<file path="src/rtl/lzc_norm_ctrl.sv">
`default_nettype none
// ============================================================================
//  Module   : lzc_norm_ctrl
//  Purpose  : Sequencer that drives an external 5-bit up/down zero counter to
//             normalise a W-bit word. It first counts the leading zeros up on
//             the counter, then shifts the word left while counting the
//             counter back down to zero.
//  Revision : 1.0  initial release
// ============================================================================
module lzc_norm_ctrl #(
  parameter int W = 16
) (
  input  logic         clk,
  input  logic         rst,
  input  logic         start,
  input  logic [W-1:0] data_in,
  input  logic         cout_down,
  input  logic [4:0]   zero_sum,
  output logic         count_sel,
  output logic         five_init,
  output logic         five_en,
  output logic         busy,
  output logic         done,
  output logic [W-1:0] norm_out,
  output logic [4:0]   lz_out
);

  // Bit-pointer width; W is at least 2, so this is at least 1.
  localparam int PW = $clog2(W);

  // The leading-zero count of an all-zero word is W, which must fit 5 bits.
  generate
    if (W < 2 || W > 31) begin : g_param_check
      $error("lzc_norm_ctrl: W must lie in 2..31");
    end
  endgenerate

  typedef enum logic [2:0] {
    S_IDLE  = 3'd0,
    S_SCAN  = 3'd1,
    S_SNAP  = 3'd2,
    S_SHIFT = 3'd3,
    S_DONE  = 3'd4
  } state_t;

  state_t        state;
  logic [W-1:0]  work;     // word under normalisation
  logic [PW-1:0] ptr;      // bit index being scanned, MSB first
  logic          allz;     // scan ran past bit 0 without finding a one
  logic [4:0]    lz_snap;  // counter value captured at the end of the scan

  // Counter strobes. These must be combinational: the counter clears on the
  // very edge that accepts a start, and it counts on the same edge that the
  // scan tests a zero bit or the shift moves the word.
  always_comb begin
    five_init = 1'b0;
    five_en   = 1'b0;
    count_sel = 1'b0;
    if (rst) begin
      // The counter has no reset of its own; hold it cleared during reset.
      five_init = 1'b1;
    end else begin
      case (state)
        S_IDLE: begin
          if (start) begin
            five_init = 1'b1;
          end
        end
        S_SCAN: begin
          if (!work[ptr]) begin
            five_en = 1'b1;
          end
        end
        S_SHIFT: begin
          // The zero flag is the stop condition, so the counter is never
          // decremented below zero.
          if (!cout_down) begin
            five_en   = 1'b1;
            count_sel = 1'b1;
          end
        end
        default: begin
        end
      endcase
    end
  end

  // Sequencer state, working registers and registered handshake/result outputs.
  always_ff @(posedge clk or posedge rst) begin
    if (rst) begin
      state    <= S_IDLE;
      work     <= '0;
      ptr      <= '0;
      allz     <= 1'b0;
      lz_snap  <= '0;
      busy     <= 1'b0;
      done     <= 1'b0;
      norm_out <= '0;
      lz_out   <= '0;
    end else begin
      done <= 1'b0;
      case (state)
        S_IDLE: begin
          if (start) begin
            work  <= data_in;
            ptr   <= PW'(W - 1);
            allz  <= 1'b0;
            busy  <= 1'b1;
            state <= S_SCAN;
          end
        end
        S_SCAN: begin
          if (work[ptr]) begin
            state <= S_SNAP;
          end else if (ptr != '0) begin
            ptr <= ptr - 1'b1;
          end else begin
            allz  <= 1'b1;
            state <= S_SNAP;
          end
        end
        S_SNAP: begin
          lz_snap <= zero_sum;
          if (allz) begin
            // Nothing to shift: publish directly. zero_sum is the value
            // being snapped this edge, so it is used in place of lz_snap.
            norm_out <= '0;
            lz_out   <= zero_sum;
            done     <= 1'b1;
            state    <= S_DONE;
          end else begin
            state <= S_SHIFT;
          end
        end
        S_SHIFT: begin
          if (cout_down) begin
            norm_out <= work;
            lz_out   <= lz_snap;
            done     <= 1'b1;
            state    <= S_DONE;
          end else begin
            work <= work << 1;
          end
        end
        S_DONE: begin
          busy  <= 1'b0;
          state <= S_IDLE;
        end
        default: begin
          busy  <= 1'b0;
          state <= S_IDLE;
        end
      endcase
    end
  end

endmodule
`default_nettype wire

</file>
<file path="config.mk">
export PLATFORM = sky130hd
export DESIGN_NAME = lzc_norm_ctrl
export DESIGN_NICKNAME = d
export VERILOG_FILES = /design/src/rtl/lzc_norm_ctrl.sv
export SDC_FILE = /design/constraint.sdc
export NUM_CORES = 1
export LEC_CHECK = 0
export CORE_MARGIN = 5
export CORE_UTILIZATION = 51
export DETAILED_ROUTE_END_ITERATION = 10
export PLACE_DENSITY = 0.85
export SETUP_SLACK_MARGIN = 0.4
export SYNTH_ARGS = -nofsm -noshare
export SYNTH_HDL_FRONTEND = slang
export SYNTH_SLANG_ARGS = --single-unit
</file>
<file path="constraint.sdc">
create_clock -name clk -period 2.5 [get_ports clk]
set_clock_uncertainty 0.15 [all_clocks]
set_input_delay 0.25 -clock clk [delete_from_list [all_inputs] [get_ports clk]]
set_output_delay 0.25 -clock clk [all_outputs]
set_load 0.02 [all_outputs]
</file>
# Word-level counts from Yosys, hierarchy flattened
# Cells that the tools add are included.
# totals
out_inout_bits	26
ff_bits	52
wordCells	74
# classes
reduce_logical	12
bitwise_logic	1
n_mux	39
order_cmp	1
eq_ne	11
addsub	1
# op_table
operator	n
16-bit two-way mux	4
16-bit case mux with 2 select lines	2
1-bit two-way mux	15
3-bit two-way mux	5
2-bit inequality test (second input constant)	7
4-bit two-way mux	3
3-bit case mux with 4 select lines	1
5-bit two-way mux	2
5-bit case mux with 2 select lines	1
3-bit AND reduction	3
1-bit case mux with 2 select lines	4
4-bit case mux with 2 select lines	1
4-bit AND reduction	2
3-bit by 2-bit == test with 1-bit output (second input constant)	2
2-bit nonzero test	3
4-bit by 5-bit less-than comparator with 1-bit output (second input constant)	1
1-bit binary-select mux with 4-bit select	1
4-bit nonzero test	1
4-bit by 1-bit subtractor with 4-bit output (second input constant)	1
3-bit by 1-bit == test with 1-bit output (second input constant)	1
3-bit zero test	1
3-bit inequality test (second input constant)	1
3-bit OR reduction	1
2-bit AND reduction	1
1-bit inverter	1

# Depth between registers and ports, before layout
# depth
depth_word	5
mapped_depth	8
depth_no_buf	7

# Worst setup path after synthesis
# No wires, ideal clock.
# synth_path
path_type	reg-to-reg
start	register ptr[1]
end	register ptr[2]
path_stages_with_launch	8
required_time_ns	2.251
synth_period_minus_slack_ns	2.198
path_slack_ns	0.302
arrival_ns	1.949
cell_sequence	dfrtp_1 clkbuf_1 inv_1 ha_1 nor3b_1 a2111oi_1 nor4_1 a311oi_1
# synth_between
elab_chain_len	4
word_cells_on_any_way	10
classes_between	add/sub (1); eq/ne (2); mux (5); reduce/logical (2)
# synth_lines
item	line_no	rtl
start, declared	48	logic [PW-1:0] ptr;
start signal, assigned	106	ptr <= PW'(W - 1);
start signal, assigned	116	ptr <= ptr - 1'b1;
4-bit by 1-bit subtractor with 4-bit output / 1-bit binary-select mux with 4-bit select (equally long branches)	116, 113	
4-bit two-way mux / 1-bit two-way mux (equally long branches)	115, 113	
4-bit two-way mux / 2-bit inequality test (equally long branches)	n/a	
4-bit case mux with 2 select lines / 4-bit AND reduction (equally long branches)	n/a	
# Several ways; a longest one is shown, not always the timed one. The select of a mux whose other input is x is not followed.
# A chain may end at the register's enable or synchronous reset.

# Final worst setup path
# layout_path
start	register ptr[0]
end	register ptr[3]
# Same word-level chain as after synthesis.

==> reports/results.ini <==
[critical_path]
critPathKind = register to register
reg2reg_depth = 14
crit_family = buffers and inverters
worstPathArrival_ps = 2570
r2r-start = ptr[0]
cp.buffers_inverters = 11
path_max_fanout = 7
cp.required_ps = 2550
max_stage_delay_ps = 540
cp.depth = 14
slowest_stage = mux4_2
crit_path_frequent_cell = buf_6
worst_setup_path_start_kind = register
rr_endpoint = ptr[3]
cp-endpoint = ptr[3]
startpoint = ptr[0]
path_cells = mux4_2, mux2i_2, buf_4, buf_6, buf_6, buf_6, buf_6, buf_6, buf_6, buf_6, buf_6, buf_6, buf_6, a21oi_2
r2r_slack_ps = -30
end_kind = register

[power_and_ir_drop]
p_per_area_nw_per_um2 = 1380
p_leak_nw = 1.71
total_power_mw = 4.85
vdd_drop_max_mv = 0.600

[global_route]
grt_pass1_wl_um = 11000
grt_pass1_vias = 2159
antenna_found_initial = 0
grt.overflow.total = 0
grt_util_all_layers_pct = 22.9
grt_max_degree = 53

[yosys]
synth_nets = 242
ys_top_cells_by_count = dfrtp_1, nand2_1, mux2i_1
synth_warnings = 0
synthTopCellsByArea = dfrtp_1, mux2i_1, a22o_1, mux4_2, o21ai_0
synth-edff-count = 0
netlist.area_leader.share_pct = 53.1
ys.flop_type = dfrtp_1
synth_seq_cells = 52
synth.most_common_cell = dfrtp_1
synth_area_per_cell_um2 = 11.3
netlist_instances = 216
async_reset_ff_share_pct = 100
syn_area_um2 = 2450
synth_top_cell_by_area = dfrtp_1
seq_area_frac_synth_pct = 53.1
synth_cell_types = 31

[final_layout]
fin_area_um2 = 3520
register_area_um2 = 1300
diodes = 0
area_growth_pct = 43.5
nFillCells = 298
drive_above_1_share_pct = 27.2
final_nets = 334
multi_input_area_um2 = 1090

[floorplan]
start_util_pct = 52.2
die_w_um = 79.3
rows = 25
io_pins = 51
die_h_um = 79.3
coreArea_um2 = 4690
die_area_um2 = 6290

[cts]
cts_tree = built
root_buffer = clkbuf_8
clock_path_buffers = 2
postCtsHoldBufs = 0
cts_sinks = 52
cts_made_buffers = 5
clk_pin_slew_ps = 90
insertion_delay_ps = 300
htreeDepth = 2

[timing]
fin_crit_ps = 2530
finalSetupViolations = 3
finalHoldViolCount = 0
rsz0062_at_grt = true
worst_pin_slew_ps = 662
holdWs_ps = 344
slew_viol_final = 0
post-route-period-util_pct = 101
maxSlewHeadroom_pct = 55.9
fmax_mhz = 396
layout_setup_ws_ps = -25.5

[placement]
io_buffers = 50
dp_hpwl_um = 4100
dpl_cell_area_um2 = 3160
place_congestion = 0.849

[status]
violations = negative setup slack
status = finished with violations

[route]
routedWlPerCell_um = 17.7
num_vias = 2090
drt-pass1-iter-count = 4
ant_nets = 0
viasPerCell = 5.76
drt_iter0_drc = 142
drc_errors = 0
wirelength_um = 6430

[run]
maxCapViolations = 0

[min_path]
hold_path_class = register to register

## where the power goes
group	leakage [nW]	total [mW]	switching (mW)	internal (mW)
registers	0.640	1.48	0.280	1.20
clock network	0.0445	0.498	0.272	0.225
logic	1.02	2.87	1.24	1.63
## registers in the layout, summed over array words and instances, names as in the netlist
signal	flops
work	16
norm_out	16
state	3
lz_snap	5
ptr	4
done	1
allz	1
lz_out	5
busy	1
## stage by stage
step	std cells	setup TNS (ps)	utilization, %	setup slack (ps)
after detailed placement	333	-288	67.4	-288
after floorplan	216	0	-	401
after global placement	333	-226	67.4	-226
final	363	-61.8	74.9	-25.5
after global routing	363	-303	74.9	-103
after CTS	360	-12.4	74.1	-12.4
## logic make-up (layout without fill, tap and decap cells)
family | count (synthesis) | in the layout | synth area share (%)
simple gates | 53 | 53 | 9.55
flops | 52 | 52 | 53.1
compound gates | 51 | 51 | 13.9
mux | 37 | 37 | 19.2
buf+inv | 22 | 115 | 3.73
fa+ha+maj | 1 | 1 | 0.511
## placed cells by master (no fill, tap or decap), types with 3 or more instances in the layout
cell type and n:
dfrtp_1 50, clkdlybuf4s50_1 47, buf_4 31, nand2_1 24, mux2i_1 22, o21ai_0 21
buf_6 19, a22o_1 16, nor2_1 15, inv_1 7, mux4_2 6, mux2_2 6
clkbuf_8 6, a21oi_1 4, a21oi_2 3
## worst min path at each step
| stage | start | endpoint | cells after the start |
|---|---|---|---|
| after floorplan | zero_sum[0] | lz_snap[0] | 1 |
| after global placement | lz_out[0] | lz_out[0] | 2 |
| after detailed placement | lz_out[1] | lz_out[1] | 2 |
| after CTS | lz_out[1] | lz_out[1] | 2 |
| after global routing | lz_snap[3] | lz_snap[3] | 1 |
| final | lz_out[1] | lz_out[1] | 2 |
## area by class of cell
type / count / share of cell area (%)
clock buffer: 7 / 2.46
clock inverter: 1 / 0.214
multi-input combinational: 142 / 30.9
tap: 54 / 1.92
inverter: 8 / 0.854
timing repair buffer: 99 / 26.6
sequential: 52 / 37.1
## worst min-delay path, delay by kind of cell, from the launching register on
kind             cells  cell delay [ps]
AO/OA/AOI/OAI        1               60
AND/OR/NAND/NOR      1               50
flip-flops           1              360
## routing by layer
layer | wire, um | track usage (%) | up-vias | part of all wire [%]
li1 | - | - | 954 | -
met1 | 2540 | 29.2 | 1041 | 39
met2 | 3300 | 38.1 | 80 | 51
met3 | 429 | 4.65 | 15 | 6.7
met4 | 160 | 9.28 | 0 | 2.5
met5 | 0 | 0 | - | 0
## what timing repair did
action                                  4_1_cts  5_1_grt
pin swaps                                     6        2
setup buffers                                19        3
resized for setup                            29        6
cloned                                        0        0
endpoints found under the setup margin        9       25
Power figures use the tool's default switching activity.
